<file path="config.mk">
export PLATFORM = sky130hd
export DESIGN_NAME = slot_game_fsm
export DESIGN_NICKNAME = d
export VERILOG_FILES = /design/src/rtl/slot_game_fsm.sv
export SDC_FILE = /design/constraint.sdc
export NUM_CORES = 1
export LEC_CHECK = 0
export CORE_MARGIN = 5
export CORE_UTILIZATION = 45
export DETAILED_ROUTE_END_ITERATION = 7
export DONT_BUFFER_PORTS = 1
export PLACE_DENSITY_LB_ADDON = 0.1
export SETUP_SLACK_MARGIN = 0.2
export SLEW_MARGIN = 25
export SYNTH_ARGS = -nofsm -noshare
export SYNTH_HDL_FRONTEND = slang
export SYNTH_SLANG_ARGS = --single-unit
</file>
<file path="constraint.sdc">
create_clock -name clk -period 4.5 [get_ports clk]
set_input_delay 0.675 -clock clk [delete_from_list [all_inputs] [get_ports clk]]
set_output_delay 0.675 -clock clk [all_outputs]
set_load 0.05 [all_outputs]
</file>
<file path="src/rtl/slot_game_fsm.sv">
// Slot-machine game controller: bets, credits, reel spin/stop, payout evaluation.
// Latency: all outputs registered; a transition shows on state one cycle after its cause.
// Backpressure: none; button pulses are consumed only in states that accept them, otherwise dropped.
//
// Ports:
//   clk, rst                      clock, synchronous active-high reset
//   btn_start, btn_stop, btn_bet  one-cycle debounced button pulses
//   state                         4-bit state code shared with buzzer / 7-seg / LED stages
//   reel0..reel2                  reel symbols 0..7 (7 = jackpot)
//   credit, bet, win_amount       current credits, current bet (1..3), last payout
//   game_over                     high while in GAME_OVER
module slot_game_fsm #(
  parameter int unsigned CREDIT_W       = 8,
  parameter int unsigned INIT_CREDIT    = 10,
  parameter int unsigned START_SPIN_CYC = 5_000_000,
  parameter int unsigned SPIN_MAX_CYC   = 150_000_000,
  parameter int unsigned DISPLAY_CYC    = 100_000_000,
  parameter int unsigned REEL_STEP_CYC  = 2_500_000,
  parameter logic [15:0] LFSR_SEED      = 16'hACE1
) (
  input  logic                clk,
  input  logic                rst,
  input  logic                btn_start,
  input  logic                btn_stop,
  input  logic                btn_bet,
  output logic [3:0]          state,
  output logic [2:0]          reel0,
  output logic [2:0]          reel1,
  output logic [2:0]          reel2,
  output logic [CREDIT_W-1:0] credit,
  output logic [1:0]          bet,
  output logic [CREDIT_W-1:0] win_amount,
  output logic                game_over
);

  typedef enum logic [3:0] {
    S_IDLE         = 4'd0,
    S_BET_SELECT   = 4'd1,
    S_BET_DEDUCT   = 4'd2,
    S_START_SPIN   = 4'd4,
    S_SPIN_WAIT    = 4'd5,
    S_EVALUATE     = 4'd6,
    S_WIN_DISPLAY  = 4'd7,
    S_LOSE_DISPLAY = 4'd8,
    S_GAME_OVER    = 4'd9
  } state_t;

  state_t              state_q, state_d;
  logic [31:0]         timer_q, timer_d;
  logic [31:0]         reel_cnt_q, reel_cnt_d;
  logic [15:0]         lfsr_q, lfsr_d;
  logic [2:0]          reel0_q, reel0_d;
  logic [2:0]          reel1_q, reel1_d;
  logic [2:0]          reel2_q, reel2_d;
  logic [CREDIT_W-1:0] credit_q, credit_d;
  logic [1:0]          bet_q, bet_d;
  logic [CREDIT_W-1:0] win_q, win_d;
  logic                game_over_q, game_over_d;

  logic [CREDIT_W-1:0] bet_ext;
  logic [3:0]          mult;
  logic [5:0]          prod;
  logic [CREDIT_W-1:0] payout;
  logic [CREDIT_W:0]   credit_sum;
  logic [CREDIT_W-1:0] credit_sat;

  assign bet_ext = CREDIT_W'(bet_q);

  // Galois LFSR, taps 16'hB400; free-running in every state.
  assign lfsr_d = {1'b0, lfsr_q[15:1]} ^ (lfsr_q[0] ? 16'hB400 : 16'h0000);

  // Payout of the currently held reels (valid in EVALUATE, reels latched the cycle before).
  always_comb begin
    mult = 4'd0;
    if (reel0_q == reel1_q && reel1_q == reel2_q)
      mult = (reel0_q == 3'd7) ? 4'd10 : 4'd5;
    else if (reel0_q == reel1_q || reel1_q == reel2_q || reel0_q == reel2_q)
      mult = 4'd2;
    prod       = {4'b0000, bet_q} * {2'b00, mult};
    payout     = CREDIT_W'(prod);
    credit_sum = {1'b0, credit_q} + {1'b0, payout};
    credit_sat = credit_sum[CREDIT_W] ? {CREDIT_W{1'b1}} : credit_sum[CREDIT_W-1:0];
  end

  always_comb begin
    state_d    = state_q;
    credit_d   = credit_q;
    bet_d      = bet_q;
    win_d      = win_q;
    reel0_d    = reel0_q;
    reel1_d    = reel1_q;
    reel2_d    = reel2_q;
    reel_cnt_d = '0;

    // Reel animation: the step counter runs across START_SPIN and SPIN_WAIT
    // without restarting, and is held at zero everywhere else so it starts
    // fresh on entry to START_SPIN.
    if (state_q == S_START_SPIN || state_q == S_SPIN_WAIT) begin
      if (reel_cnt_q == REEL_STEP_CYC - 1) begin
        reel0_d = reel0_q + 3'd1;
        reel1_d = reel1_q + 3'd1;
        reel2_d = reel2_q + 3'd1;
      end else begin
        reel_cnt_d = reel_cnt_q + 32'd1;
      end
    end

    case (state_q)
      S_IDLE: begin
        if (credit_q == '0)
          state_d = S_GAME_OVER;
        else if (btn_start || btn_bet)
          state_d = S_BET_SELECT;
      end
      S_BET_SELECT: begin
        // Start has priority over bet; an unaffordable start is simply dropped.
        if (btn_start) begin
          if (credit_q >= bet_ext)
            state_d = S_BET_DEDUCT;
        end else if (btn_bet) begin
          bet_d = (bet_q == 2'd3) ? 2'd1 : bet_q + 2'd1;
        end
      end
      S_BET_DEDUCT: begin
        credit_d = credit_q - bet_ext;
        win_d    = '0;
        state_d  = S_START_SPIN;
      end
      S_START_SPIN: begin
        if (timer_q == START_SPIN_CYC - 1)
          state_d = S_SPIN_WAIT;
      end
      S_SPIN_WAIT: begin
        // Final symbols come from the LFSR value of the stop cycle itself.
        if (btn_stop || timer_q == SPIN_MAX_CYC - 1) begin
          reel0_d = lfsr_q[2:0];
          reel1_d = lfsr_q[5:3];
          reel2_d = lfsr_q[8:6];
          state_d = S_EVALUATE;
        end
      end
      S_EVALUATE: begin
        win_d    = payout;
        credit_d = credit_sat;
        state_d  = (payout != '0) ? S_WIN_DISPLAY : S_LOSE_DISPLAY;
      end
      S_WIN_DISPLAY, S_LOSE_DISPLAY: begin
        if (timer_q == DISPLAY_CYC - 1)
          state_d = S_IDLE;
      end
      S_GAME_OVER: begin
        if (btn_start) begin
          credit_d = CREDIT_W'(INIT_CREDIT);
          bet_d    = 2'd1;
          win_d    = '0;
          state_d  = S_IDLE;
        end
      end
      default: state_d = S_IDLE;
    endcase

    // One shared timer: restarts on every state change.
    timer_d     = (state_d != state_q) ? 32'd0 : timer_q + 32'd1;
    game_over_d = (state_d == S_GAME_OVER);
  end

  always_ff @(posedge clk) begin
    if (rst) begin
      state_q     <= S_IDLE;
      timer_q     <= '0;
      reel_cnt_q  <= '0;
      lfsr_q      <= LFSR_SEED;
      reel0_q     <= '0;
      reel1_q     <= '0;
      reel2_q     <= '0;
      credit_q    <= CREDIT_W'(INIT_CREDIT);
      bet_q       <= 2'd1;
      win_q       <= '0;
      game_over_q <= 1'b0;
    end else begin
      state_q     <= state_d;
      timer_q     <= timer_d;
      reel_cnt_q  <= reel_cnt_d;
      lfsr_q      <= lfsr_d;
      reel0_q     <= reel0_d;
      reel1_q     <= reel1_d;
      reel2_q     <= reel2_d;
      credit_q    <= credit_d;
      bet_q       <= bet_d;
      win_q       <= win_d;
      game_over_q <= game_over_d;
    end
  end

  assign state      = state_q;
  assign reel0      = reel0_q;
  assign reel1      = reel1_q;
  assign reel2      = reel2_q;
  assign credit     = credit_q;
  assign bet        = bet_q;
  assign win_amount = win_q;
  assign game_over  = game_over_q;

endmodule
</file>
After elaboration in Yosys (flattened, before gate mapping)
Index checks and enable logic that the tools add are counted.
- output and inout bits: 32
- word-level logic and storage cells: 97
- register bits after elaboration: 112
- bits of input ports: 5
- equal/unequal tests: 22
- order comparisons: 1
- mux-type cells: 36
- reductions and logical operators: 16
- bitwise operators: 2
- add/sub/neg operators: 8
- $mul: 1
- operators by type and width (cell ; count):
    adder 32 x 1 -> 32 bit, second input constant ; 2
    one-hot mux 8 bit (3 select lines) ; 2
    2-to-1 mux 4 bit ; 11
    2-to-1 mux 3 bit ; 12
    equality test 32 x 22 -> 1 bit, second input constant ; 1
    equality test 32 x 23 -> 1 bit, second input constant ; 1
    equality test 32 x 27 -> 1 bit, second input constant ; 1
    equality test 32 x 28 -> 1 bit, second input constant ; 1
    one-hot mux 4 bit (8 select lines) ; 1
    2-to-1 mux 8 bit ; 3
    equality test 4 x 3 -> 1 bit, second input constant ; 4
    2-to-1 mux 16 bit ; 1
    bitwise XOR 15 x 16 -> 16 bit ; 1
    equality test 4 bit, second input constant ; 3
    2-to-1 mux 2 bit ; 5
    adder 3 x 1 -> 3 bit, second input constant ; 3
    adder 8 x 6 -> 9 bit ; 1
    equality test 3 bit ; 3
    greater-or-equal comparator 8 x 2 -> 1 bit ; 1
    logical NOT 8 bit ; 1
    nonzero test 8 bit ; 1
    subtractor 8 x 2 -> 8 bit ; 1
    multiplier 2 x 4 -> 6 bit ; 1
    inequality test 2 bit, second input constant ; 3
    other kinds (17) ; 22

Logic depth before layout (Yosys ltp)
Gate-level depths: netlist of the first run.
- depth after elaboration: 11
- gate-level depth with buffers: 17

Worst setup path before layout of the first run
No wires, ideal clock.
- kind: reg2reg
- from: register reel2_q[0] (netlist: reel2[0])
- to: register timer_q[24]
- period minus slack after synthesis: 3.993 ns
- path slack: 0.507 ns
- data arrival time: 3.876 ns
- data required time: 4.383 ns
- stages on the path, launching flop included: 17
- cells stage by stage: dfxtp_1 > xnor2_1 > nand3_1 > or2_1 > nor2_1 > a31oi_1 > and2_1 > ha_1 > fa_1 > or2_2 > a2111oi_2 > o311ai_1 > a31oi_1 > a2111oi_2 > nand3b_1 > buf_2 > nor2_1
- cells in the longest elaborated chain, start to end: 11
- elaborated cells between the ends (all ways): 13
- those cells by class: mul (1); eq/ne (3); mux (4); reduce/logical (5)
- RTL lines (what ; line ; text):
    start: declaration ; 54 ; logic [2:0] reel2_q, reel2_d;
    start signal: assignment ; 187 ; reel2_q <= reel2_d;
    equality test 3 bit ; 75, 77 ;
    logical OR 1 bit (2 in a row) ; 77 ; else if (reel0_q == reel1_q || reel1_q == reel2_q || reel0_q == reel2_q)
    2-to-1 mux 2 bit ; 77 ;
    2-to-1 mux 4 bit (*) ; 75 ; if (reel0_q == reel1_q && reel1_q == reel2_q)
    multiplier 2 x 4 -> 6 bit (*) ; 79 ; prod = {4'b0000, bet_q} * {2'b00, mult};
    nonzero test 8 bit (*) ; 145 ; state_d = (payout != '0) ? S_WIN_DISPLAY : S_LOSE_DISPLAY;
    2-to-1 mux 4 bit (*) ; 145 ;
    one-hot mux 4 bit (8 select lines) (*) ; 108 ; case (state_q)
    inequality test 4 bit (*) ; 163 ; timer_d = (state_d != state_q) ? 32'd0 : timer_q + 32'd1;
    OR reduction 2 bit (no source line) (*) ; - ;
    end signal: assignment ; 182 ; timer_q <= timer_d;
    end: declaration ; 49 ; logic [31:0] timer_q, timer_d;
Mark *: on every way between the ends. The rest lies on a longest branch, timed or not.
A chain may end at the register's enable or synchronous reset.

Final worst setup path of the first run
- from: register reel1_q[2] (netlist: reel1[2])
- to: register timer_q[23]
- cells in the longest elaborated chain, start to end: 11
- elaborated cells between the ends (all ways): 13
- those cells by class: mul (1); eq/ne (3); mux (4); reduce/logical (5)
- RTL lines (what ; line ; text):
    start: declaration ; 53 ; logic [2:0] reel1_q, reel1_d;
    start signal: assignment ; 186 ; reel1_q <= reel1_d;
    equality test 3 bit ; 75, 77 ;
    logical OR 1 bit (2 in a row) ; 77 ;
    2-to-1 mux 2 bit ; 77 ;
    2-to-1 mux 4 bit (*) ; 75 ;
    multiplier 2 x 4 -> 6 bit (*) ; 79 ;
    nonzero test 8 bit (*) ; 145 ;
    2-to-1 mux 4 bit (*) ; 145 ;
    one-hot mux 4 bit (8 select lines) (*) ; 108 ;
    inequality test 4 bit (*) ; 163 ;
    OR reduction 2 bit (no source line) (*) ; - ;
Marks and branches as above.

==> impl_metrics.ini, run 1 <==
[final_layout]
antennaDiodeCount = 0
final_area_sq_um = 6250
nets = 692
drive_gt1_share_pct = 8.20
layout_common_cells = nor2_1, dfxtp_1, xnor2_1, nand2_1, xor2_1
final-seq-area_sq_um = 2200
postLayoutCoreUtil_pct = 50.2
final_common_cell = nor2_1
nFillCells = 1206
syn_to_final_growth_pct = 10.7
multi_input_area_sq_um = 3310
fin_cells = 843

[logic_synthesis]
synth_edf_count = 0
syn_area_sq_um = 5650
synth.yosys.warnings = 0
syn_area_per_cell_sq_um = 8.51
async_reset_ff_share_pct = 0
synth_ff_type = dfxtp_1
ys_ff_latch = 110
ys_types = 64
synth_cells = 664
yosysSeqAreaShare_pct = 39.0

[worst_setup_path]
reg2reg_to = timer_q[23]
path_class = reg -> reg
critPathCapture = timer_q[23]
cp-end-kind = register
required_ns = 4.74
max_stage_delay_ns = 0.51
cp_num_buf_inv = 1
arrival_ns = 4.33
worstSetupStartpointType = register
path_delay_family = simple AND/OR/NAND/NOR gates
crit_start = reel1[2]
slowest_stage = fa_1
cp_num_cells = 16
timing.rr.start = reel1[2]
path_max_fanout = 32
reg2reg_slack_ns = 0.41
r2r_cells = 16
path_cells = xnor2_1 -> nand3_1 -> or2_1 -> nor2_1 -> a31oi_1 -> and2_1 -> ha_1 -> fa_1 -> or2_2 -> a2111oi_4 -> o311ai_1 -> a31oi_1 -> a2111oi_2 -> nand3b_1 -> buf_8 -> nor2_1

[sta]
holdWs_ns = 0.385
rsz0062_at_grt = false
finalSetupTns_ns = 0
fin_crit_sh_pct = 90.9
setup_slack_ns = 0.412
hold_violations = 0
finalSetupViolCount = 0
maxSlewViolCount = 0
slew_headroom_pct = 36.6
finalCriticalPeriod_ns = 4.09
worst_slew_pin_slew_ns = 0.950
max_freq_mhz = 245
fin_skew_ns = 0.00748

[grt]
gr-usage-met2_pct = 28.7
top_usage_layer = met2
track_usage_pct = 18.0
grt_pass1_vias = 4387
grt_max_degree = 49
use_met3_pct = 6.41
grt_pass1_wl_um = 21500
antenna_found_initial = 0
overflow = 0
grt_use_met1_pct = 23.5

[clock_tree]
clock_latency_ns = 0.36
cts.clk_slew.worst_paths_ns = 0.07
cts_buffers = 9
postCtsSetupBuffers = 0
clock_path_buffers = 2
numClockSinks = 110
cts_tree = built
ctsHtreeMaxLevel = 3
cts_root_buffer = clkbuf_16

[detailed_routing]
vias = 4454
ant_nets = 0
vias_per_cell = 5.28
first_pass_iters = 5
remaining_drc_errors = 0
routed_wl_um = 12600
drt_iter0_markers = 266
wl_per_cell_um = 14.9

[placement]
portBuffers = 0
hpwl_um = 9160
place_congestion = 0.860
place_area_sq_um = 5850
dp.cells = 827
place_ws_ns = 0.200

[floorplanning]
die_h_um = 122
die_w_um = 122
core.rowCount = 41
pin_count = 37
core_area_sq_um = 12500
dieArea_sq_um = 14900
initial_utilization_pct = 45.3

[power_and_ir_drop]
peakVddDrop_v = 0.000242
p_leak_nw = 2.15
p_per_area_nw_per_um2 = 338
power_mw = 2.11

[worst_hold_path]
hold_path.class = in -> reg

[status]
status = complete, no violations

[flow_run]
timing.max_cap.violations = 0
==> registers in the layout, summed over array words and instances (netlist names) <==
name,count
reel2,3
reel1,3
reel0,3
credit,8
game_over,1
bet,2
reel_cnt_q,32
lfsr_q,16
win_amount,6
state,4
timer_q,32
==> worst min-delay path by stage <==
stage	from	endpoint	slack [ns]	depth (start not counted)
global route	rst	reel2[1]	0.36	1
floorplan	lfsr_q[12]	lfsr_q[11]	0.39	1
CTS	rst	reel2[1]	0.37	1
detailed placement	lfsr_q[12]	lfsr_q[11]	0.39	1
finish	rst	reel2[0]	0.39	1
global placement	lfsr_q[12]	lfsr_q[11]	0.39	1
==> worst register-to-register path: cells and delay by family (launching register included) <==
family	cells	cell delay, ns
XOR/XNOR	1	0.14
AND/OR/NAND/NOR	7	1.49
AO/OA/AOI/OAI	5	0.99
buffers and inverters	1	0.22
flip-flops	1	0.40
adder cells (fa/ha/maj)	2	0.72
==> routing by layer <==
metal | vias up | part of all wire, % | wire length, um
li1 | 2305 | - | -
met3 | 11 | 5.9 | 738
met1 | 2064 | 47 | 5960
met5 | - | 0 | 0
met4 | 0 | 0.96 | 121
met2 | 74 | 46 | 5740
==> cells in the mapped netlist (all sizes together) (8+ instances only) <==
| library cell | instances | area share, % |
|---|---|---|
| dfxtp | 110 | 39 |
| nand2b | 9 | 1.1 |
| a21oi | 25 | 2.2 |
| nand2 | 39 | 2.6 |
| buf | 13 | 1.4 |
| clkbuf | 11 | 0.73 |
| xor2 | 35 | 5.4 |
| a22oi | 8 | 1.1 |
| nor2b | 15 | 1.7 |
| and3 | 12 | 1.3 |
| nor3 | 14 | 1.3 |
| mux2i | 8 | 1.4 |
| ha | 18 | 4.0 |
| nand4 | 20 | 2.2 |
| o21ai | 13 | 1.2 |
| or2 | 10 | 1.2 |
| xnor2 | 44 | 6.8 |
| nand3 | 32 | 2.8 |
| inv | 16 | 1.1 |
| nor4 | 13 | 1.7 |
| nor2 | 125 | 8.3 |
==> cell type report <==
| cell class | count | share of cell area, % |
|---|---|---|
| Clock buffer | 9 | 3.60 |
| Clock inverter | 7 | 2.04 |
| Inverter | 16 | 0.960 |
| Multi-Input combinational cell | 515 | 52.9 |
| Sequential cell | 110 | 35.2 |
| Tap cell | 172 | 3.44 |
| Timing Repair Buffer | 14 | 1.80 |
==> cell families after synthesis <==
logic type | Yosys count | synth area share, %
other cells | 1 | 0.0664
buf+inv | 40 | 3.23
compound gates | 82 | 9.87
mux | 8 | 1.42
xor+xnor | 79 | 12.2
flops | 110 | 39.0
fa+ha+maj | 21 | 5.05
simple gates | 323 | 29.2
==> where the power goes <==
part	total, mW	switching (mW)	internal (mW)
Clock	0.932	0.379	0.553
Combinational	0.150	0.0887	0.0615
Sequential	1.03	0.0380	0.991
Total	2.11	0.506	1.61
==> timing repair <==
| item | 4_1_cts | 5_1_grt |
|---|---|---|
| hold endpoints to repair | 0 | 0 |
| resized for setup | 1 | 9 |
| hold buffers | 0 | 0 |
| endpoints found under the setup margin | 30 | 38 |
| pin swaps | 0 | 1 |
No activity file was read; power rests on OpenSTA's default activity.
==> run 2, diff against run 1 <==
CTS_CLUSTER_DIAMETER = 60   (was not set)
==> results of run 2 <==
The final DEF is identical to that of run 1; final timing and power are the same.
==> variant 1 (flow settings as in run 1) <==
Register the output `credit` once more, cleared by the reset; this adds one clock of latency there. The other outputs are not delayed to match.
--- a/src/rtl/slot_game_fsm.sv
+++ b/src/rtl/slot_game_fsm.sv
@@ -198,3 +198,9 @@
   assign reel2      = reel2_q;
-  assign credit     = credit_q;
+  always_ff @(posedge clk) begin
+    if (rst) begin
+      credit <= '0;
+    end else begin
+      credit <= credit_q;
+    end
+  end
   assign bet        = bet_q;
Check against the original RTL: not equivalent (a bounded check fails within 4 cycles, from zero or initial values and one cycle with rst high).
==> variant 1 against run 1 <==
Power grew 25%. Non-clock buffer count grew 3. Clock power grew 42%. Synthesized cell count grew 6.0%. Combinational power grew 43%. Sequential cell count grew 8. Wire length grew 10%. Cell area grew 10%. Worst setup slack gained 0.0039 ns. Synthesized area grew 8.9%. Die area grew 8.1%. Critical path type unchanged. Largest cell class unchanged. Highest routed layer unchanged.
==> variant 1: results (changes against run 1) <==
critPathMaxStageDelay_ns: 0.49  # -0.02 ns
synth_common_cells: "dfxtp_1, nor2_1, xnor2_1, nand2_1, xor2_1"
drt-met1-wl_um: 6460  # +8.3%
post_dp_cell_area_sq_um: 6300  # +7.6%
gp_congestion: 0.844  # -1.9%
wl_met2_um: 6230  # +8.5%
synthTopCellsByArea: "dfxtp_1, xnor2_1, nor2_1"
p_int_mw: 1.99  # +24%
skew_ns: 0.00972  # +0.00224 ns
drt_iter0_drc: 397  # +49%
status: "complete, no violations"
peakVddDrop_v: 0.000256  # +5.6%
rr_worst_depth: 15  # -1
clk_latency_ns: 0.42  # +0.06 ns
grt_max_degree: 51  # +4.1%
grtUsageTotal_pct: 17.7  # -0.30 points
grt_first_pass_wirelength_um: 23000  # +6.9%
cp_data_arrival_time_ns: 4.40  # +0.07 ns
p_leak_nw: 2.33  # +8.2%
wl_met3_um: 924  # +25%
rr_endpoint: "timer_q[17]"
worstMarginPinSlew_ns: 0.940  # -0.00925 ns
wl_per_cell_um: 15.6  # +4.6%
cts_buffers: 17  # +8
layout-drive-gt1-share_pct: 12.4  # +4.2 points
## variant 1: cell types whose count changed after synthesis, sizes merged, moves of 7 or more
cell / change
a211oi: +40
nor2: -34
clkbuf: +13
nor3: +13
dfxtp: +8
inv: +7
nand2b: -7
## variant 1: repair_timing
item,CTS,global route
resized for setup,1,8
setup endpoints to repair,1,32
pin swaps,0,0
hold buffers,0,0
## variant 1: per-layer routing
layer	track usage, %	vias up
li1	-	2493
met1	23.2	2377
met2	27.0	126
met3	5.25	18
met4	7.63	0
met5	0	-
## variant 1: through the flow
step                setup slack [ns]  hold slack [ns]  instances  total power, mW
finish                         0.415            0.323        888             2.63
global route                   0.214            0.298        888             2.74
CTS                            0.245            0.305        888             2.65
detailed placement             0.234            0.393        858             1.33
global placement               0.400            0.394        858             1.32
floorplan                      0.380            0.389        705             1.30
## variant 1: layout make-up
cell class	count	area, sq um
multi-input combinational	524	3510
inverter	23	86.3
clock buffer	22	474
clock inverter	8	100
tap	176	220
fill	1264	6450
timing repair buffer	17	139
sequential	118	2360
## variant 1: worst max path at each step
stage                        to  slack [ns]  cells past startpoint
global placement    timer_q[31]        0.40                     15
CTS                 timer_q[17]        0.24                     15
floorplan           timer_q[10]        0.38                     16
global route        timer_q[17]        0.21                     15
detailed placement  timer_q[22]        0.23                     15
finish              timer_q[17]        0.42                     15
## variant 1: cell families (layout without fill, tap and decap cells)
group | count (synthesis) | count (layout) | synth area share (%)
buffers and inverters | 63 | 70 | 4.88
AO/OA/AOI/OAI | 118 | 118 | 14.8
multiplexers | 6 | 6 | 0.976
AND/OR/NAND/NOR | 300 | 300 | 25.2
XOR/XNOR | 77 | 77 | 11.0
flip-flops | 118 | 118 | 38.4
other | 1 | 2 | 0.0610
adder cells (fa/ha/maj) | 21 | 21 | 4.64
==> variant 2 (flow settings as in run 1) <==
Without the edit above. Set the parameter `CREDIT_W` to 9 (it was 8).
--- a/src/rtl/slot_game_fsm.sv
+++ b/src/rtl/slot_game_fsm.sv
@@ -12,3 +12,3 @@
 module slot_game_fsm #(
-  parameter int unsigned CREDIT_W       = 8,
+  parameter int unsigned CREDIT_W       = 9,
   parameter int unsigned INIT_CREDIT    = 10,
Ports: changed (resized credit and win_amount); port bits go from 37 to 39. No check against the original RTL was run, so the function may have changed too.
==> variant 2 against run 1 <==
Sequential cell count grew 1. Power is 6.1% lower. Largest power group unchanged. Cell area up 1.8%. Wire length up 2.7%. Synthesized area up 3.9%. Global-route usage decreased by 0.70 points. Worst setup slack better by 0.041 ns. Critical path type unchanged. Synthesized cell count is 2.3% higher. Final cell count up 1.5%. Fmax up 1.0%.
==> variant 2: results (changes against run 1) <==
status: "complete, no violations"
hold_depth: 1  # unchanged
p_int_mw: 1.45  # -9.7%
layout-drive-gt1-share_pct: 13.9  # +5.7 points
hpwlAfterDp_um: 9310  # +1.7%
powerComb_mw: 0.145  # -3%
synth_common_cells: "dfxtp_1, nor2_1, nand2_1, xor2_1, xnor2_1"
peakVddDrop_v: 0.000201  # -17%
vias: 4628  # +3.9%
clk_root_buffer_cell: "clkbuf_16"
drt_iter0_drc: 287  # +7.9%
synthTopCellsByArea: "dfxtp_1, xor2_1, nor2_1"
port_buffers: 0  # unchanged
pwr-share-clk_pct: 40.7  # -3.4 points
fin_nets: 705  # +1.9%
cp_data_arrival_time_ns: 4.26  # -0.07 ns
synthDistinctLibCells: 70  # +9.4%
worstMarginPinSlew_ns: 0.944  # -0.00568 ns
wl_per_cell_um: 15.1  # +1.2%
totalWireLength_um: 12900  # +2.7%
p_leak_nw: 2.26  # +4.8%
skew_ns: 0.00884  # +0.00136 ns
place_inst: 840  # +1.6%
first_global_vias: 4489  # +2.3%
cp_max_fo: 5  # -84%
yosysSeqAreaShare_pct: 37.9  # -1.1 points
dieWidth_um: 124  # +1.7%
critPathMaxStageDelay_ns: 0.44  # -0.07 ns
grtUsageTotal_pct: 17.3  # -0.70 points
synthCells: 679  # +2.3%
==> variant 2: cell types whose count changed in the layout (fill, tap and decap cells not counted), sizes merged, moves of 7 or more <==
cell,before,now
nand2b,9,2
and3,12,21
o21ai,13,21
xor2,35,43
nand2,39,50
==> variant 2: cell type report <==
cell class	count	area, sq um
clock buffer	9	225
clock inverter	7	73.8
fill	1275	6360
inverter	19	71.3
multi-input combinational	526	3450
sequential	111	2220
tap	172	215
timing repair buffer	12	103
==> variant 2: logic make-up after synthesis <==
family	after synthesis	synth area share, %
adders and majority gates	21	4.86
DFF	111	37.9
AOI/OAI and AO/OA	87	9.87
other	1	0.0639
and+or+nand+nor	326	30.2
muxes	8	1.36
buffers and inverters	44	3.73
xor gates and xnor gates	81	12.1
==> variant 2: stage by stage <==
step | cell area, sq um | hold slack (ns) | worst slack (ns)
floorplan | 5880 | 0.389 | 0.454
global placement | 6050 | 0.402 | 0.490
detailed placement | 6050 | 0.405 | 0.261
CTS | 6350 | 0.359 | 0.236
global route | 6360 | 0.354 | 0.190
finish | 6360 | 0.371 | 0.452
==> variant 2: path summary, 6_finish.rpt <==
check	from	endpoint	slack [ns]
worst max-delay path	reel1[1]	credit[6]	0.45
worst min-delay path	rst	lfsr_q[12]	0.37
worst max register to register	reel1[1]	credit[6]	0.45
worst min register to register	lfsr_q[12]	lfsr_q[11]	0.43
==> variant 2: routing by layer <==
metal	up-vias	part of all wire (%)	global-route usage, %
met4	0	1.3	4.96
met1	2202	48	22.7
met3	13	5.4	5.79
li1	2336	-	-
met2	77	45	27.0
met5	-	0	0
==> variant 2: timing repair <==
action / CTS / global route
gates resized for setup: 0 / 4
hold buffers: 0 / 0
endpoints found under the setup margin: 0 / 28
